`config.mk`:
```
export PLATFORM = sky130hd
export DESIGN_NAME = noc_port_arbiter
export DESIGN_NICKNAME = d
export VERILOG_FILES = /design/src/rtl/noc_port_arbiter.sv
export SDC_FILE = /design/constraint.sdc
export NUM_CORES = 1
export LEC_CHECK = 0
export BUFFER_PORTS_ARGS = -buffer_cell sky130_fd_sc_hd__buf_2
export CORE_MARGIN = 5
export CORE_UTILIZATION = 40
export CTS_BUF_LIST = sky130_fd_sc_hd__clkbuf_2
export DETAILED_ROUTE_END_ITERATION = 8
export PLACE_DENSITY = 0.76
export SYNTH_ARGS = -nofsm -noshare
export SYNTH_HDL_FRONTEND = slang
export SYNTH_SLANG_ARGS = --single-unit
```
`constraint.sdc`:
```
create_clock -name clk -period 7.7 [get_ports clk]
set_clock_uncertainty 0.15 [all_clocks]
set_input_delay 0.385 -clock clk [delete_from_list [all_inputs] [get_ports clk]]
set_output_delay 0.385 -clock clk [all_outputs]
set_load 0.01 [all_outputs]
```
`src/rtl/noc_port_arbiter.sv`:
```
// rtl/noc_port_arbiter.sv - round-robin NoC output-port arbiter with a registered output stage
module noc_port_arbiter #(
  parameter int WIDTH = 34,
  parameter int NREQ  = 5
) (
  input  logic                  clk,
  input  logic                  rst,
  input  logic [NREQ-1:0]       req_valid,
  input  logic [NREQ*WIDTH-1:0] req_data,
  output logic [NREQ-1:0]       req_ready,
  output logic                  out_valid,
  output logic [WIDTH-1:0]      out_data,
  input  logic                  out_ready,
  output logic [2:0]            grant_id,
  output logic [15:0]           fwd_count
);

  localparam int PW = (NREQ > 1) ? $clog2(NREQ) : 1;

  logic [PW-1:0] rr_ptr;
  logic [PW-1:0] grant;
  logic          any_req;
  logic          load_en;
  logic          up_xfer;
  logic          down_xfer;

  // Round-robin search: the lowest offset from rr_ptr (with wrap) that is requesting wins.
  always_comb begin : rr_search
    int j;
    grant   = '0;
    any_req = 1'b0;
    j       = 0;
    for (int k = NREQ - 1; k >= 0; k--) begin
      j = (int'(rr_ptr) + k) % NREQ;
      if (req_valid[j]) begin
        grant   = PW'(j);
        any_req = 1'b1;
      end
    end
  end

  // Handshake qualifiers and the one-hot accept back to the granted requester.
  always_comb begin
    load_en   = !out_valid || out_ready;
    up_xfer   = !rst && load_en && any_req;
    down_xfer = out_valid && out_ready;
    req_ready = '0;
    if (up_xfer) begin
      req_ready[grant] = 1'b1;
    end
  end

  // Output register, grant bookkeeping and delivery counter.
  always_ff @(posedge clk) begin
    if (rst) begin
      out_valid <= 1'b0;
      out_data  <= '0;
      grant_id  <= '0;
      fwd_count <= '0;
      rr_ptr    <= '0;
    end else begin
      if (down_xfer) begin
        fwd_count <= fwd_count + 16'd1;
      end
      if (up_xfer) begin
        out_valid <= 1'b1;
        out_data  <= req_data[int'(grant)*WIDTH +: WIDTH];
        grant_id  <= 3'(grant);
        rr_ptr    <= (grant == PW'(NREQ - 1)) ? '0 : grant + PW'(1);
      end else if (down_xfer) begin
        out_valid <= 1'b0;
      end
    end
  end

endmodule

```
==> results.sh, run 1 <==
export IMPL_p_leak_nw=3.15
export IMPL_start_util=0.404
export IMPL_startpoint_type="flop"
export IMPL_r2r_cells=18
export IMPL_tritoncts="built"
export IMPL_antenna_found_initial=3
export IMPL_ctsHoldBuffers=37
export IMPL_setup_viol=0
export IMPL_async_flop_share=0
export IMPL_slew_headroom=0.183
export IMPL_vias_per_cell=5.57
export IMPL_regToRegStartpoint="rr_ptr[2]"
export IMPL_end_kind="primary output"
export IMPL_die_area_um2=15000
export IMPL_grt_pass1_vias=5697
export IMPL_die_h_um=122
export IMPL_drtPass1Iterations=5
export IMPL_fin_total_pwr_mw=3.07
export IMPL_syn_inst=611
export IMPL_startpoint="rr_ptr[1]"
export IMPL_place_congestion=0.876
export IMPL_peakVddDrop_v=0.000341
export IMPL_wl_um=17900
export IMPL_post_cts_buffers=0
export IMPL_worst_pin_slew_ns=1.22
export IMPL_r2r_setup_slack_ns=1.35
export IMPL_route_detailed_drc=0
export IMPL_vias=5768
export IMPL_cts_repair_resized=0
export IMPL_rsz0062_at_grt="no"
export IMPL_ant_nets=0
export IMPL_die_w_um=122
export IMPL_critical_path_max_fanout=20
export IMPL_grt_total_usage=0.230
export IMPL_drtIter0Drc=415
export IMPL_synth_area_um2=5050
export IMPL_hold_path_depth=3
export IMPL_io_pins=237
export IMPL_fin_area_um2=6850
export IMPL_multi_input_area_um2=3650
export IMPL_grt_max_degree=74
export IMPL_place_inst=980
export IMPL_cts_buffers=9
export IMPL_placed_area_um2=6290
export IMPL_ys_seq_area_frac=0.226
export IMPL_crit_type="flop to primary output"
export IMPL_yosys_warnings=0
export IMPL_syn_nets=812
export IMPL_worstPathRequired_ns=7.16
export IMPL_overflow=0
export IMPL_power_density_nw_per_um2=449
export IMPL_regArea_um2=1140
export IMPL_fillers=1168
export IMPL_worstHoldPathType="input pin to flop"
export IMPL_fin_cells=1036
export IMPL_ys_seq_elements=57
export IMPL_hpwl_um=13200
export IMPL_cap_viol_max_count=0
export IMPL_arrival_ns=5.92
export IMPL_grt_pass1_wl_um=27700
export IMPL_clock_path_buffers=2
export IMPL_rows=41
export IMPL_cts_num_sinks=57
export IMPL_clock_latency_ns=0.48
export IMPL_min_to="out_data[33]"
export IMPL_fmax_ghz=0.155
export IMPL_htreeDepth=3
export IMPL_fin_crit_ns=6.45
export IMPL_post_drt_wl_per_cell_um=17.3
export IMPL_io_buffer_count=236
export IMPL_report_final_slew_viol_count=0
export IMPL_synth_edf_count=0
export IMPL_ys_types=76
export IMPL_outcome="finished, final reports clean"
export IMPL_layout_drive_gt1_share=0.366
export IMPL_r2r_end="out_data[0]"
export IMPL_cts_root_buf="clkbuf_2"
export IMPL_finish_net_count=1057
export IMPL_hold_viol=0
export IMPL_avgSynthCellArea_um2=8.27
export IMPL_area_delta_synth_final_pct=35.5
export IMPL_min_period_over_period=0.838
export IMPL_tns_ns=0
export IMPL_clkSlewWorstSetupHoldPaths_ns=0.17
export IMPL_core_area_um2=12500
export IMPL_min_delay_start="req_data[169]"
export IMPL_ys_flop_type="dfxtp_1"
-- through the flow --
stage / setup slack [ns] / utilization / hold WS [ns]
after floorplan: 2.88 / - / 0.347
after global placement: 2.06 / 0.503 / 0.278
after detailed placement: 1.82 / 0.503 / 0.287
after CTS: 1.23 / 0.546 / 0.00138
after global routing: 0.700 / 0.547 / 0.0396
final: 1.25 / 0.547 / 0.0715
-- logic make-up after synthesis --
group                      count (synthesis)  share of synthesized area
and+or+nand+nor                          203                      0.206
AOI/OAI and AO/OA                        171                      0.245
muxes                                     79                      0.173
buffers and inverters                     59                     0.0560
DFF                                       57                      0.226
adders and majority gates                 23                     0.0584
xor gates and xnor gates                  19                     0.0359
-- layer usage --
metal / wire length, um / track usage / part of all wire / vias up
met5: 0 / 0 / 0 / -
met4: 510 / 0.0973 / 0.028 / 0
met3: 1340 / 0.0488 / 0.075 / 33
met2: 8720 / 0.386 / 0.49 / 284
met1: 7340 / 0.286 / 0.41 / 2657
li1: - / - / - / 2794
-- cell usage after synthesis (4+ instances only) --
| cell type | n | area share |
|---|---|---|
| and3_1 | 5 | 0.0062 |
| a21oi_1 | 41 | 0.041 |
| a22oi_1 | 16 | 0.024 |
| nand2b_1 | 8 | 0.0099 |
| clkbuf_1 | 19 | 0.014 |
| or3_1 | 7 | 0.0087 |
| a31o_2 | 4 | 0.0069 |
| xnor2_1 | 8 | 0.014 |
| dfxtp_1 | 57 | 0.23 |
| a21o_1 | 5 | 0.0074 |
| o211ai_1 | 21 | 0.031 |
| nor2_1 | 32 | 0.024 |
| buf_2 | 13 | 0.013 |
| or2_0 | 15 | 0.019 |
| mux2_2 | 36 | 0.080 |
| nor3_1 | 5 | 0.0050 |
| nor2b_1 | 5 | 0.0062 |
| nor4_1 | 4 | 0.0050 |
| a31oi_1 | 5 | 0.0062 |
| nand2_1 | 50 | 0.037 |
| mux2i_1 | 40 | 0.079 |
| nand4_1 | 5 | 0.0062 |
| or2_1 | 4 | 0.0050 |
| buf_4 | 8 | 0.012 |
| o21ai_0 | 14 | 0.014 |
| inv_1 | 14 | 0.010 |
| and2_1 | 6 | 0.0074 |
| o21a_1 | 5 | 0.0074 |
| xor2_1 | 9 | 0.016 |
| nand3_1 | 43 | 0.043 |
| ha_1 | 22 | 0.054 |
| a41oi_1 | 20 | 0.035 |
-- cell type report --
type,count,share of cell area
multi-input cells,495,0.533
repair buffers,278,0.234
flip-flops and latches,57,0.167
well taps,172,0.0314
clock inverters,7,0.0194
inverters,15,0.00822
clock buffers,9,0.00658
diodes,3,0.00110
-- how the worst max path moves through the flow --
stage	end	slack, ns	cells after the start
4_1_cts	req_ready[0]	1.23	17
2_1_floorplan	req_ready[0]	2.88	19
5_1_grt	out_data[15]	0.70	18
3_5_place_dp	req_ready[0]	1.82	17
3_3_place_gp	req_ready[0]	2.06	17
6_report	req_ready[0]	1.25	17
-- cell usage in the layout, fill, tap and decap left out, types with 5 or more instances in the layout --
cell type      count
nor3_1             5
a21o_1             5
mux2i_1           40
nor2_1            32
xor2_1             9
and3_1             5
nand2_1           50
buf_2            236
or3_1              7
mux2_2            36
a41oi_1           19
clkbuf_2           9
dlygate4sd3_1     37
o21ai_0           14
nand4_1            5
ha_1              22
a31oi_1            5
nand2b_1           8
a21oi_1           41
or2_0             15
a22oi_1           16
o211ai_1          21
inv_1             14
nor2b_1            5
xnor2_1            8
and2_1             6
dfxtp_1           57
o21a_1             5
nand3_1           43
-- critical path: stages (launching register included) --
cell	delay, ns
dfxtp_1	0.57
inv_1	0.29
ha_1	0.68
nand2_1	0.18
nor2_1	0.13
a21oi_1	0.07
ha_1	0.26
nor2b_1	0.17
o22ai_1	0.29
nand3_1	0.22
a21boi_0	0.31
o211a_2	0.33
nor3_1	0.09
o2111ai_1	0.23
and2_1	0.71
nand3_2	0.54
nor2_1	0.20
buf_2	0.17
-- sequential cells by signal (all words and copies together) (netlist names) --
| name | count |
|---|---|
| out_valid | 1 |
| grant_id | 3 |
| rr_ptr | 3 |
| fwd_count | 16 |
| out_data | 34 |
-- where the power goes --
part	total [mW]	leakage [nW]	internal [mW]	switching (mW)
registers	0.462	0.471	0.399	0.0625
clock network	0.290	0.101	0.170	0.119
logic	2.32	2.58	1.01	1.31
Note: power is estimated with default switching activity, not from simulation.
==> inputs of run 2 (changes only) <==
==> constraint.sdc (replaced) <==
create_clock -name clk -period 6.1 [get_ports clk]
set_clock_uncertainty 0.15 [all_clocks]
set_input_delay 0.305 -clock clk [delete_from_list [all_inputs] [get_ports clk]]
set_output_delay 0.305 -clock clk [all_outputs]
set_load 0.01 [all_outputs]
==> results.sh, run 2 (synthesized netlist as in run 1, its figures left out) <==
export IMPL_outcome="finished, final reports clean"
export IMPL_worstHoldPathType="input pin to flop"
export IMPL_fmax_ghz=0.179
export IMPL_vias=6033
export IMPL_cts_num_sinks=57
export IMPL_peakVddDrop_v=0.000347
export IMPL_final_cell_mix="236 x buf_2, 56 x dfxtp_1, 50 x nand2_1, 49 x dlygate4sd3_1, 43 x nand3_1"
export IMPL_grt_pass1_wl_um=29300
export IMPL_min_delay_start="rst"
export IMPL_min_to="fwd_count[0]"
export IMPL_die_h_um=122
export IMPL_cap_viol_max_count=0
export IMPL_finish_net_count=1082
export IMPL_slew_headroom=0.447
export IMPL_clock_path_buffers=2
export IMPL_fin_total_pwr_mw=3.97
export IMPL_top_register="out_data"
export IMPL_tns_ns=0
export IMPL_overflow=0
export IMPL_fin_crit_ns=5.59
export IMPL_grt_pass1_vias=5942
export IMPL_top_regs="out_data (34), fwd_count (16)"
export IMPL_die_w_um=122
export IMPL_drtIter0Drc=391
export IMPL_r2r_setup_slack_ns=0.51
export IMPL_htreeDepth=3
export IMPL_hpwl_um=13300
export IMPL_clock_latency_ns=0.49
export IMPL_io_buffer_count=236
export IMPL_r2r_cells=18
export IMPL_power_density_nw_per_um2=564
export IMPL_fillers=1163
export IMPL_layout_drive_gt1_share=0.373
export IMPL_core_area_um2=12500
export IMPL_rows=41
export IMPL_crit_type="flop to flop"
export IMPL_drtPass1Iterations=7
export IMPL_setup_viol=0
export IMPL_clkSlewWorstSetupHoldPaths_ns=0.19
export IMPL_start_util=0.404
export IMPL_worst_pin_slew_ns=0.827
export IMPL_crit_slowest_cell="dlygate4sd3_1"
export IMPL_post_drt_wl_per_cell_um=17.7
export IMPL_startpoint_type="flop"
export IMPL_min_period_over_period=0.916
export IMPL_report_final_slew_viol_count=0
export IMPL_rsz0062_at_grt="no"
export IMPL_route_detailed_drc=0
export IMPL_mostFrequentLayoutCell="buf_2"
export IMPL_vias_per_cell=5.68
export IMPL_place_inst=985
export IMPL_p_leak_nw=3.25
export IMPL_fin_cells=1062
export IMPL_cts_buffers=9
export IMPL_crit_path_cell_trace="clkinvlp_4 -> ha_2 -> o21a_1 -> a21oi_1 -> xnor2_1 -> ha_1 -> fa_1 -> a21boi_0 -> nand3_1 -> a21oi_1 -> a21oi_2 -> or2_2 -> a41oi_4 -> clkbuf_16 -> mux2_2 -> a22oi_1 -> o211ai_1 -> dlygate4sd3_1"
export IMPL_hold_path_depth=2
export IMPL_regToRegStartpoint="rr_ptr[1]"
export IMPL_area_delta_synth_final_pct=39.2
export IMPL_grt_total_usage=0.244
export IMPL_tritoncts="built"
export IMPL_hold_viol=0
export IMPL_path_common_cell="a21oi_1"
export IMPL_max_stage_delay_ns=0.57
export IMPL_end_kind="flop"
export IMPL_antenna_found_initial=4
export IMPL_largest_reg_flops=34
export IMPL_io_pins=237
export IMPL_wl_um=18800
export IMPL_critical_path_max_fanout=37
export IMPL_arrival_ns=5.82
export IMPL_place_congestion=0.914
export IMPL_die_area_um2=15000
export IMPL_worstPathRequired_ns=6.34
export IMPL_grt_max_degree=74
export IMPL_cts_root_buf="clkbuf_2"
export IMPL_ant_nets=0
export IMPL_r2r_end="out_data[8]"
-- run 2: changes by cell type in the layout (fill, tap and decap cells not counted), moves of 2 or more --
| cell | previous run | this run |
|---|---|---|
| diode_2 | 3 | 5 |
| bufinv_16 | 4 | 1 |
| buf_4 | 4 | 15 |
| clkinv_1 | 2 | 4 |
| dlygate4sd3_1 | 37 | 49 |
-- run 2: critical path: cells and delay by family (launching register included) --
family          cells  cell delay, ns
simple gates        2            0.58
compound gates      8            1.67
xor+xnor            1            0.23
mux                 1            0.36
buf+inv             3            1.11
flops               1            0.48
fa+ha+maj           3            0.89
-- run 2: through the flow --
step	setup slack, ns	util	area (um^2)	hold WS (ns)
detailed placement	0.499	0.506	6330	0.291
global placement	0.595	0.506	6330	0.281
CTS	0.192	0.553	6920	0.00397
floorplan	1.36	-	5050	0.305
finish	0.514	0.562	7030	0.0414
global route	0.0371	0.561	7030	0.0312
-- run 2: per-layer routing --
| layer | share of wire | vias up | track usage |
|---|---|---|---|
| li1 | - | 2836 | - |
| met1 | 0.39 | 2840 | 0.301 |
| met2 | 0.49 | 296 | 0.410 |
| met3 | 0.078 | 61 | 0.0461 |
| met4 | 0.040 | 0 | 0.113 |
| met5 | 0 | - | 0 |
-- run 2: how the worst max path moves through the flow --
stage | startpoint | end | depth (start not counted)
6_report | rr_ptr[1] | out_data[8] | 18
5_1_grt | rr_ptr[1] | req_ready[3] | 18
4_1_cts | rr_ptr[1] | req_ready[0] | 16
3_5_place_dp | rr_ptr[1] | req_ready[0] | 16
3_3_place_gp | rr_ptr[1] | req_ready[2] | 16
2_1_floorplan | rr_ptr[0] | req_ready[0] | 19
-- run 2: power breakdown --
part | leakage, nW | switching, mW | internal, mW
sequential | 0.472 | 0.0729 | 0.504
combinational | 2.71 | 1.74 | 1.41
clock | 0.0617 | 0.146 | 0.0867
total | 3.25 | 1.96 | 2.00
-- run 2: cell type report --
class                           count  area [um^2]  share of cell area
Sequential cell                    57         1140               0.162
Inverter                           15         60.1             0.00854
Tap cell                          172          215              0.0306
Clock inverter                      6         50.0             0.00712
Timing Repair Buffer              303         1840               0.262
Clock buffer                        9         45.0             0.00641
Antenna cell                        5         12.5             0.00178
Multi-Input combinational cell    495         3660               0.521
-- run 2: timing repair --
item,4_1_cts,5_1_grt
pin swaps,0,2
hold buffers,49,0
gates cloned,0,1
resized for setup,2,6
buffers inserted,0,7
setup endpoints to repair,2,18
hold endpoints to repair,35,0
==> inputs of run 3 (changes only) <==
--- a/config.mk
+++ b/config.mk
@@ -6,11 +6,14 @@
 export NUM_CORES = 1
 export LEC_CHECK = 0
 export BUFFER_PORTS_ARGS = -buffer_cell sky130_fd_sc_hd__buf_2
+export CELL_PAD_IN_SITES_DETAIL_PLACEMENT = 1
+export CELL_PAD_IN_SITES_GLOBAL_PLACEMENT = 2
 export CORE_MARGIN = 5
-export CORE_UTILIZATION = 40
+export CORE_UTILIZATION = 26
 export CTS_BUF_LIST = sky130_fd_sc_hd__clkbuf_2
 export DETAILED_ROUTE_END_ITERATION = 8
-export PLACE_DENSITY = 0.76
+export PLACE_DENSITY = 0.88
+export SLEW_MARGIN = 10
 export SYNTH_ARGS = -nofsm -noshare
 export SYNTH_HDL_FRONTEND = slang
 export SYNTH_SLANG_ARGS = --single-unit
==> results.sh, run 3 (synthesized netlist as in run 1, its figures left out) <==
export IMPL_worst_pin_slew_ns=0.783
export IMPL_clkSlewWorstSetupHoldPaths_ns=0.19
export IMPL_grt_pass1_wl_um=32200
export IMPL_htreeDepth=3
export IMPL_r2r_cells=17
export IMPL_drtIter0Drc=234
export IMPL_tritoncts="built"
export IMPL_min_period_over_period=0.931
export IMPL_io_pins=237
export IMPL_arrival_ns=5.93
export IMPL_vias=5886
export IMPL_min_delay_start="rst"
export IMPL_start_util=0.262
export IMPL_die_h_um=149
export IMPL_drtPass1Iterations=4
export IMPL_grt_total_usage=0.178
export IMPL_regToRegStartpoint="rr_ptr[1]"
export IMPL_worstPathRequired_ns=6.36
export IMPL_wl_um=20500
export IMPL_hold_viol=0
export IMPL_layout_drive_gt1_share=0.371
export IMPL_rsz0062_at_grt="no"
export IMPL_post_route_util=0.373
export IMPL_die_w_um=149
export IMPL_cts_buffers=9
export IMPL_top_regs="out_data (34), fwd_count (16)"
export IMPL_clock_latency_ns=0.49
export IMPL_grt_pass1_vias=6307
export IMPL_startpoint_type="flop"
export IMPL_hpwl_um=15200
export IMPL_power_density_nw_per_um2=569
export IMPL_setup_viol=0
export IMPL_top_register="out_data"
export IMPL_fin_total_pwr_mw=4.09
export IMPL_vias_per_cell=5.11
export IMPL_area_delta_synth_final_pct=42.2
export IMPL_whs_ns=0.0622
export IMPL_fin_crit_ns=5.68
export IMPL_slew_headroom=0.477
export IMPL_cap_viol_max_count=0
export IMPL_cts_root_buf="clkbuf_2"
export IMPL_fmax_ghz=0.176
export IMPL_p_leak_nw=3.27
export IMPL_mostFrequentLayoutCell="buf_2"
export IMPL_antenna_found_initial=2
export IMPL_critical_path_max_fanout=37
export IMPL_ant_nets=0
export IMPL_cts_num_sinks=57
export IMPL_largest_reg_flops=34
export IMPL_post_drt_wl_per_cell_um=17.8
export IMPL_min_to="fwd_count[1]"
export IMPL_grt_max_degree=74
export IMPL_end_kind="flop"
export IMPL_r2r_setup_slack_ns=0.42
export IMPL_io_buffer_count=236
export IMPL_tns_ns=0
export IMPL_hold_path_depth=2
export IMPL_fin_cells=1152
export IMPL_place_congestion=0.823
export IMPL_worstHoldPathType="input pin to flop"
export IMPL_peakVddDrop_v=0.000285
export IMPL_outcome="finished, final reports clean"
export IMPL_r2r_end="out_data[2]"
export IMPL_core_area_um2=19300
export IMPL_route_detailed_drc=0
export IMPL_crit_type="flop to flop"
export IMPL_overflow=0
export IMPL_rows=51
export IMPL_place_inst=1078
export IMPL_report_final_slew_viol_count=0
export IMPL_final_cell_mix="236 x buf_2, 56 x dfxtp_1, 52 x dlygate4sd3_1, 50 x nand2_1, 43 x nand3_1"
export IMPL_die_area_um2=22300
export IMPL_clock_path_buffers=2
export IMPL_finish_net_count=1081
run 3: cell types whose count changed in the layout (fill, tap and decap cells not counted), moves of 2 or more:
| cell | change |
|---|---|
| buf_4 | -4 |
| clkinv_1 | -2 |
| dlygate4sd3_1 | +3 |
| diode_2 | -3 |
run 3: worst max-delay path by stage:
| stage | cells after the start | startpoint | slack [ns] | endpoint |
|---|---|---|---|---|
| final | 17 | rr_ptr[1] | 0.42 | out_data[2] |
| after global routing | 19 | rr_ptr[1] | 0.05 | out_data[2] |
| after CTS | 18 | rr_ptr[1] | 0.03 | out_data[2] |
| after detailed placement | 16 | rr_ptr[1] | 0.39 | req_ready[2] |
| after global placement | 16 | rr_ptr[1] | 0.47 | req_ready[0] |
| after floorplan | 19 | rr_ptr[0] | 1.36 | req_ready[0] |
run 3: repair_timing:
action,4_1_cts,5_1_grt
hold buffers,52,0
setup endpoints to repair,2,21
buffers inserted,0,3
pin swaps,0,2
endpoints found under the hold margin,35,0
gates cloned,0,1
gates resized for setup,2,8
run 3: stage by stage:
| stage | worst slack, ns | area (um^2) |
|---|---|---|
| final | 0.423 | 7190 |
| after global routing | 0.0494 | 7190 |
| after CTS | 0.0303 | 7110 |
| after detailed placement | 0.385 | 6450 |
| after global placement | 0.471 | 6450 |
| after floorplan | 1.36 | 5050 |
run 3: power breakdown:
group	switching (mW)	leakage, nW	internal [mW]
clock network	0.156	0.0768	0.132
logic	1.79	2.72	1.43
registers	0.0725	0.472	0.504
run 3: final cells by class:
type / count / area [um^2]
Multi-Input combinational cell: 495 / 3690
Tap cell: 265 / 332
Antenna cell: 2 / 5.00
Inverter: 15 / 56.3
Clock inverter: 7 / 85.1
Clock buffer: 9 / 45.0
Timing Repair Buffer: 302 / 1830
Sequential cell: 57 / 1140
Fill cell: 2429 / 12100
run 3: critical path, cell delays in order, from the launching register on:
cell and delay [ns]:
dfxtp_2 0.41, inv_1 0.34, ha_1 0.46, xor2_2 0.28, nand2_1 0.10, ha_1 0.29, nor2b_1 0.26, nand4_1 0.25
a21o_1 0.26, a21bo_2 0.21, a211oi_2 0.32, o311ai_1 0.21, a41oi_4 0.29, clkbuf_16 0.31, mux2i_1 0.24, dlygate4sd3_1 0.57
o211ai_1 0.08, dlygate4sd3_1 0.56
run 3: routing by layer:
layer  GRT usage  wire length [um]  part of all wire
met2       0.316             10300              0.51
met1       0.212              8390              0.41
met4      0.0499               356             0.017
met5           0                 0                 0
met3      0.0459              1370             0.067
